File: config.mk
export PLATFORM = sky130hd
export DESIGN_NAME = button_led_ctrl
export DESIGN_NICKNAME = d
export VERILOG_FILES = /design/src/rtl/button_led_ctrl.sv
export SDC_FILE = /design/constraint.sdc
export NUM_CORES = 1
export LEC_CHECK = 0
export BUFFER_PORTS_ARGS = -buffer_cell sky130_fd_sc_hd__buf_2
export CAP_MARGIN = 20
export CORE_MARGIN = 2
export CORE_UTILIZATION = 43
export CTS_CLUSTER_SIZE = 14
export DETAILED_ROUTE_END_ITERATION = 12
export GPL_TIMING_DRIVEN = 0
export PLACE_DENSITY_LB_ADDON = 0.3
export SLEW_MARGIN = 20
export SYNTH_ARGS = -nofsm -noshare
export SYNTH_HDL_FRONTEND = slang
export SYNTH_SLANG_ARGS = --single-unit
File: constraint.sdc
create_clock -name clk -period 3.6 [get_ports clk]
set_input_delay 0.36 -clock clk [delete_from_list [all_inputs] [get_ports clk]]
set_output_delay 0.36 -clock clk [all_outputs]
set_load 0.005 [all_outputs]
File: src/rtl/button_led_ctrl.sv
// Multi-channel push-button front end: 2-FF sync, debounce FSM, LED drive.
// Each channel runs in toggle or momentary mode and emits a press strobe.
module button_led_ctrl #(
    parameter int N_CH            = 4,
    parameter int DEBOUNCE_CYCLES = 1000000
) (
    input  logic            clk,
    input  logic            rst,
    input  logic [N_CH-1:0] btn,
    input  logic [N_CH-1:0] mode,
    input  logic            led_clr,
    output logic [N_CH-1:0] LED,
    output logic [N_CH-1:0] btn_db,
    output logic [N_CH-1:0] press_pulse
);

    localparam int CNT_W =
        (DEBOUNCE_CYCLES > 1) ? $clog2(DEBOUNCE_CYCLES) : 1;
    localparam logic [CNT_W-1:0] CNT_LAST =
        CNT_W'(DEBOUNCE_CYCLES - 1);

    typedef enum logic [1:0] {
        IDLE,
        DEB_PRESS,
        PRESSED,
        DEB_RELEASE
    } state_t;

    logic [N_CH-1:0] s1;
    logic [N_CH-1:0] s2;

    // Two-flop synchroniser for the raw asynchronous buttons
    always_ff @(posedge clk) begin
        if (rst) begin
            s1 <= '0;
            s2 <= '0;
        end else begin
            s1 <= btn;
            s2 <= s1;
        end
    end

    for (genvar i = 0; i < N_CH; i++) begin : g_ch
        state_t           state;
        logic [CNT_W-1:0] cnt;
        logic             db_q;
        logic             pulse_q;
        logic             led_q;
        logic             done;
        logic             press_now;
        logic             rel_now;
        logic             db_next;

        assign done = (cnt == CNT_LAST);

        // Debounced level as it will be after this edge; lets
        // momentary-mode LED track btn_db in the same cycle
        always_comb begin
            press_now = (state == DEB_PRESS) && s2[i] && done;
            rel_now   = (state == DEB_RELEASE) && !s2[i] && done;
            db_next   = db_q;
            if (press_now) begin
                db_next = 1'b1;
            end else if (rel_now) begin
                db_next = 1'b0;
            end
        end

        // Debounce FSM: a level must hold for the full count
        always_ff @(posedge clk) begin
            if (rst) begin
                state   <= IDLE;
                cnt     <= '0;
                db_q    <= 1'b0;
                pulse_q <= 1'b0;
            end else begin
                pulse_q <= 1'b0;
                unique case (state)
                    IDLE: begin
                        if (s2[i]) begin
                            state <= DEB_PRESS;
                            cnt   <= '0;
                        end
                    end
                    DEB_PRESS: begin
                        if (!s2[i]) begin
                            state <= IDLE;
                        end else if (done) begin
                            state   <= PRESSED;
                            db_q    <= 1'b1;
                            pulse_q <= 1'b1;
                        end else begin
                            cnt <= cnt + 1'b1;
                        end
                    end
                    PRESSED: begin
                        if (!s2[i]) begin
                            state <= DEB_RELEASE;
                            cnt   <= '0;
                        end
                    end
                    DEB_RELEASE: begin
                        if (s2[i]) begin
                            state <= PRESSED;
                        end else if (done) begin
                            state <= IDLE;
                            db_q  <= 1'b0;
                        end else begin
                            cnt <= cnt + 1'b1;
                        end
                    end
                    default: begin
                        state <= IDLE;
                        cnt   <= '0;
                    end
                endcase
            end
        end

        // LED drive: clear wins, then momentary follow, then toggle
        always_ff @(posedge clk) begin
            if (rst) begin
                led_q <= 1'b0;
            end else if (led_clr) begin
                led_q <= 1'b0;
            end else if (mode[i]) begin
                led_q <= db_next;
            end else if (press_now) begin
                led_q <= ~led_q;
            end
        end

        assign LED[i]         = led_q;
        assign btn_db[i]      = db_q;
        assign press_pulse[i] = pulse_q;
    end

endmodule

-- Word level (Yosys, flattened, before mapping)
Cells that the tools add are included.
- register bits after elaboration: 108
- input bits: 11
- output and inout port bits: 12
- word-level logic and storage cells: 227
- add/subtract/negate cells: 4
- eq/ne operators: 48
- multiplexer cells: 92
- bitwise operators: 12
- reductions and logical operators: 49
- operators with widths (kind ; number):
    20-bit 2-to-1 mux ; 20
    20-bit one-hot mux with 4 select lines ; 4
    20-bit by 1-bit adder with 20-bit output, second input constant ; 4
    20-bit equality test, second input constant ; 4
    2-bit 2-to-1 mux ; 24
    2-bit != test, second input constant ; 24
    1-bit 2-to-1 mux ; 36
    2-bit one-hot mux with 4 select lines ; 4
    4-bit AND reduction ; 8
    3-bit != test, second input constant ; 8
    5-bit AND reduction ; 4
    2-bit equality test, second input constant ; 8
    1-bit logical AND ; 16
    2-bit nonzero test ; 8
    1-bit inverter ; 12
    3-bit OR reduction ; 4
    2-bit by 1-bit equality test with 1-bit output, second input constant ; 4
    2-bit zero test ; 4
    1-bit one-hot mux with 2 select lines ; 4
    1-bit zero test ; 4
    2-bit OR reduction ; 1

-- Longest topological paths before layout
- word-level depth: 6
- gate-level depth with buffers: 8
- mapped depth without buffers: 6

-- Least setup slack after synthesis
Ideal clock, no wire load.
- path type: register -> register
- start: register g_ch[3].cnt[0]
- end: register g_ch[3].led_q
- setup time: 0.117 ns
- arrival: 1.864 ns
- required time: 3.483 ns
- path slack: 1.619 ns
- cell stages (with the launch flop): 8
- buffers on the path: 1
- period minus slack after synthesis: 1.981 ns
- cell sequence: dfxtp_1 -> ha_1 -> nand3_2 -> or2_0 -> buf_2 -> or4_4 -> mux2i_1 -> and4b_1
- cells in the longest elaborated chain, start to end: 5
- elaborated cells between the ends (all ways): 7
- those cells by class: 1 x eq/ne; 3 x mux; 3 x reduce/logical
- RTL lines (item ; RTL line ; RTL):
    start, declared ; 45 ; logic [CNT_W-1:0] cnt;
    start signal, assigned ; 93 ; cnt <= cnt + 1'b1;
    start signal, assigned ; 109 ; cnt <= cnt + 1'b1;
    20-bit equality test (*) ; 54 ; assign done = (cnt == CNT_LAST);
    1-bit logical AND ; 60 ; rel_now = (state == DEB_RELEASE) && !s2[i] && done;
    1-bit 2-to-1 mux ; 64 ; end else if (rel_now) begin
    1-bit 2-to-1 mux ; 62 ; if (press_now) begin
    1-bit 2-to-1 mux ; 126 ; end else if (mode[i]) begin
    end signal, assigned ; 127 ; led_q <= db_next;
    end signal, assigned ; 129 ; led_q <= ~led_q;
    end, declared ; 48 ; logic led_q;
Every way passes the cells marked *; elsewhere a longest branch is shown, timed or not.
A chain may end at the register's enable or synchronous reset.

-- Worst setup path after layout
- start: register g_ch[2].cnt[0]
- end: register g_ch[2].cnt[2]
- cells in the longest elaborated chain, start to end: 4
- elaborated cells between the ends (all ways): 6
- those cells by class: 1 x add/sub; 1 x eq/ne; 4 x mux
- RTL lines (item ; RTL line ; RTL):
    start, declared ; 45 ;
    start signal, assigned ; 93 ;
    start signal, assigned ; 109 ;
    20-bit by 1-bit adder with 20-bit output / 20-bit equality test (equally long branches) ; 93, 109, 54 ;
    20-bit 2-to-1 mux (*) ; 88, 105 ;
    20-bit 2-to-1 mux (on tied branches) ; 103, 86 ;
    20-bit one-hot mux with 4 select lines (*) ; 78 ; unique case (state)
Every way passes the cells marked *; elsewhere a longest branch is shown, timed or not. The select of a mux whose other input is x is not followed.

==> impl_metrics.toml <==
[timing]
period_share_pct = 66.57
totalNegativeSetupSlack_ps = 0
setup_viol = 0
period_minus_slack_ps = 2396
tightest_slew_ps = 1013
hold_violations = 0
fin_skew_ps = 7.006
rsz0062_at_grt = "no"
drv_slew = 0
slew_headroom_pct = 31.97
fmax_mhz = 417.3

[place]
dpl-instance-area_um2 = 5969
hpwl_um = 9494
port_buffers = 22
place_congestion = 0.9075

[die]
die_h_um = 118.6
start_util_pct = 44.36
core_um2 = 12720
dieArea_um2 = 14060
io_pins = 23
fp.dieW_um = 118.6
rows = 41

[final_layout]
syn2layout_area_growth_pct = 10.33
antenna_cells = 0
regArea_um2 = 2162
layout.nets = 727
drive_gt1_share_pct = 12.43
fillers = 1273
multi_input_area_um2 = 3211
final_util_pct = 48.95
postLayoutCellArea_um2 = 6227

[global_route]
grt_pass1_wl_um = 22580
overflow = 0
antenna_found_initial = 0
grtUsageTotal_pct = 19.25
grt_pass1_vias = 4717
grt_max_degree = 17

[critical_path]
path_buf_inv = 2
cpLargestDelayFamily = "buffers and inverters"
critPathLaunchType = "flip-flop"
cpPeakStageDelay_ps = 400
path_class = "flip-flop to flip-flop"
cp_cell_sequence = "ha_1 > and2_0 > nand4_1 > o21ai_1 > clkbuf_1 > buf_2 > o21ai_0 > a21oi_1"
end_kind = "flip-flop"
worstPathRequired_ps = 3880
crit_path_top_delay_cell = "dfxtp_1"
crit_fanout = 10
critPathArrivalTime_ps = 2680

[detailed_routing]
vias = 5209
first_iter_violations = 386
totalWireLength_um = 13470
wl_per_cell_um = 15.17
ant_nets = 0
remaining_drc_errors = 0
via_per_inst = 5.866
firstDrtPassIters = 7

[clock_tree]
path_clk_slew_ps = 70
cts_tree = "built"
cts_sinks = 108
cts_root_buf = "clkbuf_16"
cts.repair.resized = 0
htree_num_levels = 3
cts_buffer_depth = 2
postCtsSetupBuffers = 0
clock_latency_ps = 360
cts-hold-fix-buffers = 0
cts_made_buffers = 9

[pwr]
p_leak_nw = 2.091
powerDensity_nw_per_um2 = 363.1
ir_drop_mv = 0.2413

[status]
status = "finished clean"

[run]
drv_cap = 0

[yosys]
ys.flop_type = "dfxtp_1"
synth_nets = 694
synth_edf_count = 0
ys_seq_elements = 108
synth_common_cells = "dfxtp_1, nand2_1, nor2_1"
synthMostInstantiatedCell = "dfxtp_1"
yosysUniqueCellTypes = 71
synth_area_leaders = "dfxtp_1, nand2_1, nor2_1"
async_flop_share_pct = 0
yosysSeqAreaShare_pct = 38.31
postSynthCellCount = 679
synth_top_area_share_pct = 38.31
yosys_warnings = 0
yosysTopAreaCell = "dfxtp_1"
avgSynthCellArea_um2 = 8.312
netlist_area_um2 = 5644

[hold_path]
hp-class = "input port to flip-flop"
[final cells by class]
cell class                      count  share of cell area (%)
Multi-Input combinational cell    517                   51.56
Sequential cell                   108                   34.72
Buffer                             42                   3.637
Clock buffer                        9                   3.617
Tap cell                          172                   3.456
Timing Repair Buffer               22                   1.768
Inverter                           12                  0.7233
Clock inverter                      6                  0.5224
[layout by cell type (no fill, tap or decap), types with 7 or more instances in the layout]
cell       synthesis  routed
mux2_2             8       8
buf_2              9      31
a31oi_1            7       7
clkbuf_16          0       9
a21oi_1           40      40
and4_1             7       7
xor2_1            16      16
nand4_1           23      23
o31ai_1            8       8
xnor2_1           14      14
mux2i_1            7       7
nor4b_1            9       9
nor3_1            15      15
or3_1             12      12
nand3_1           35      35
nand2_1           69      69
a22oi_1           13      13
and3_1            12      12
buf_4             13      13
nor2_1            68      68
or4_1             13      13
clkbuf_1          15      15
a211oi_1           8       8
o21ai_0           26      26
dfxtp_1          108     108
nor4_1            11      11
nor2b_1           10      10
inv_1             12      12
[cell families after synthesis]
| family | synth area share (%) |
|---|---|
| simple gates | 32.81 |
| flops | 38.31 |
| xor+xnor | 4.655 |
| mux | 2.838 |
| compound gates | 15.70 |
| buf+inv | 4.810 |
| fa+ha+maj | 0.8868 |
[through the flow]
stage / hold slack, ps / total power [W] / std cells / worst slack, ps
2_1_floorplan: 413.8 / 0.001333 / 679 / 1619
3_3_place_gp: 425.6 / 0.001377 / 873 / 1360
3_5_place_dp: 434.2 / 0.001382 / 873 / 1293
4_1_cts: 199.7 / 0.002288 / 888 / 1249
5_1_grt: 233.2 / 0.002336 / 888 / 959.9
6_report: 204.1 / 0.002261 / 888 / 1204
[path summary, 6_finish.rpt]
kind	from	to	slack, ps	cells past startpoint
setup / recovery	g_ch[2].cnt[0]	g_ch[2].cnt[2]	1200	8
hold reg to reg	s1[2]	s2[2]	450	1
setup reg to reg	g_ch[2].cnt[0]	g_ch[2].cnt[2]	1200	8
hold / removal	btn[0]	s1[0]	200	2
[power by group]
part / switching (W) / total, W / internal [W]
clock network: 0.000447 / 0.000907 / 0.000459
registers: 0.0000156 / 0.00122 / 0.00121
logic: 0.0000804 / 0.000130 / 0.0000496
total: 0.000543 / 0.00226 / 0.00172
[state kept, by name, indices dropped and copies added (netlist names), named ones only]
register      flops
g_ch.state        4
g_ch.pulse_q      4
g_ch.cnt         80
s1                4
g_ch.db_q         4
s2                4
g_ch.led_q        4
[metal layers]
metal / track usage (%) / share of wire (%) / up-vias
li1: - / - / 2560
met1: 24.90 / 48 / 2514
met2: 31.36 / 47 / 116
met3: 4.537 / 4.0 / 19
met4: 6.696 / 1.7 / 0
met5: 0 / 0 / -
Note: power is estimated with default switching activity, not from simulation.
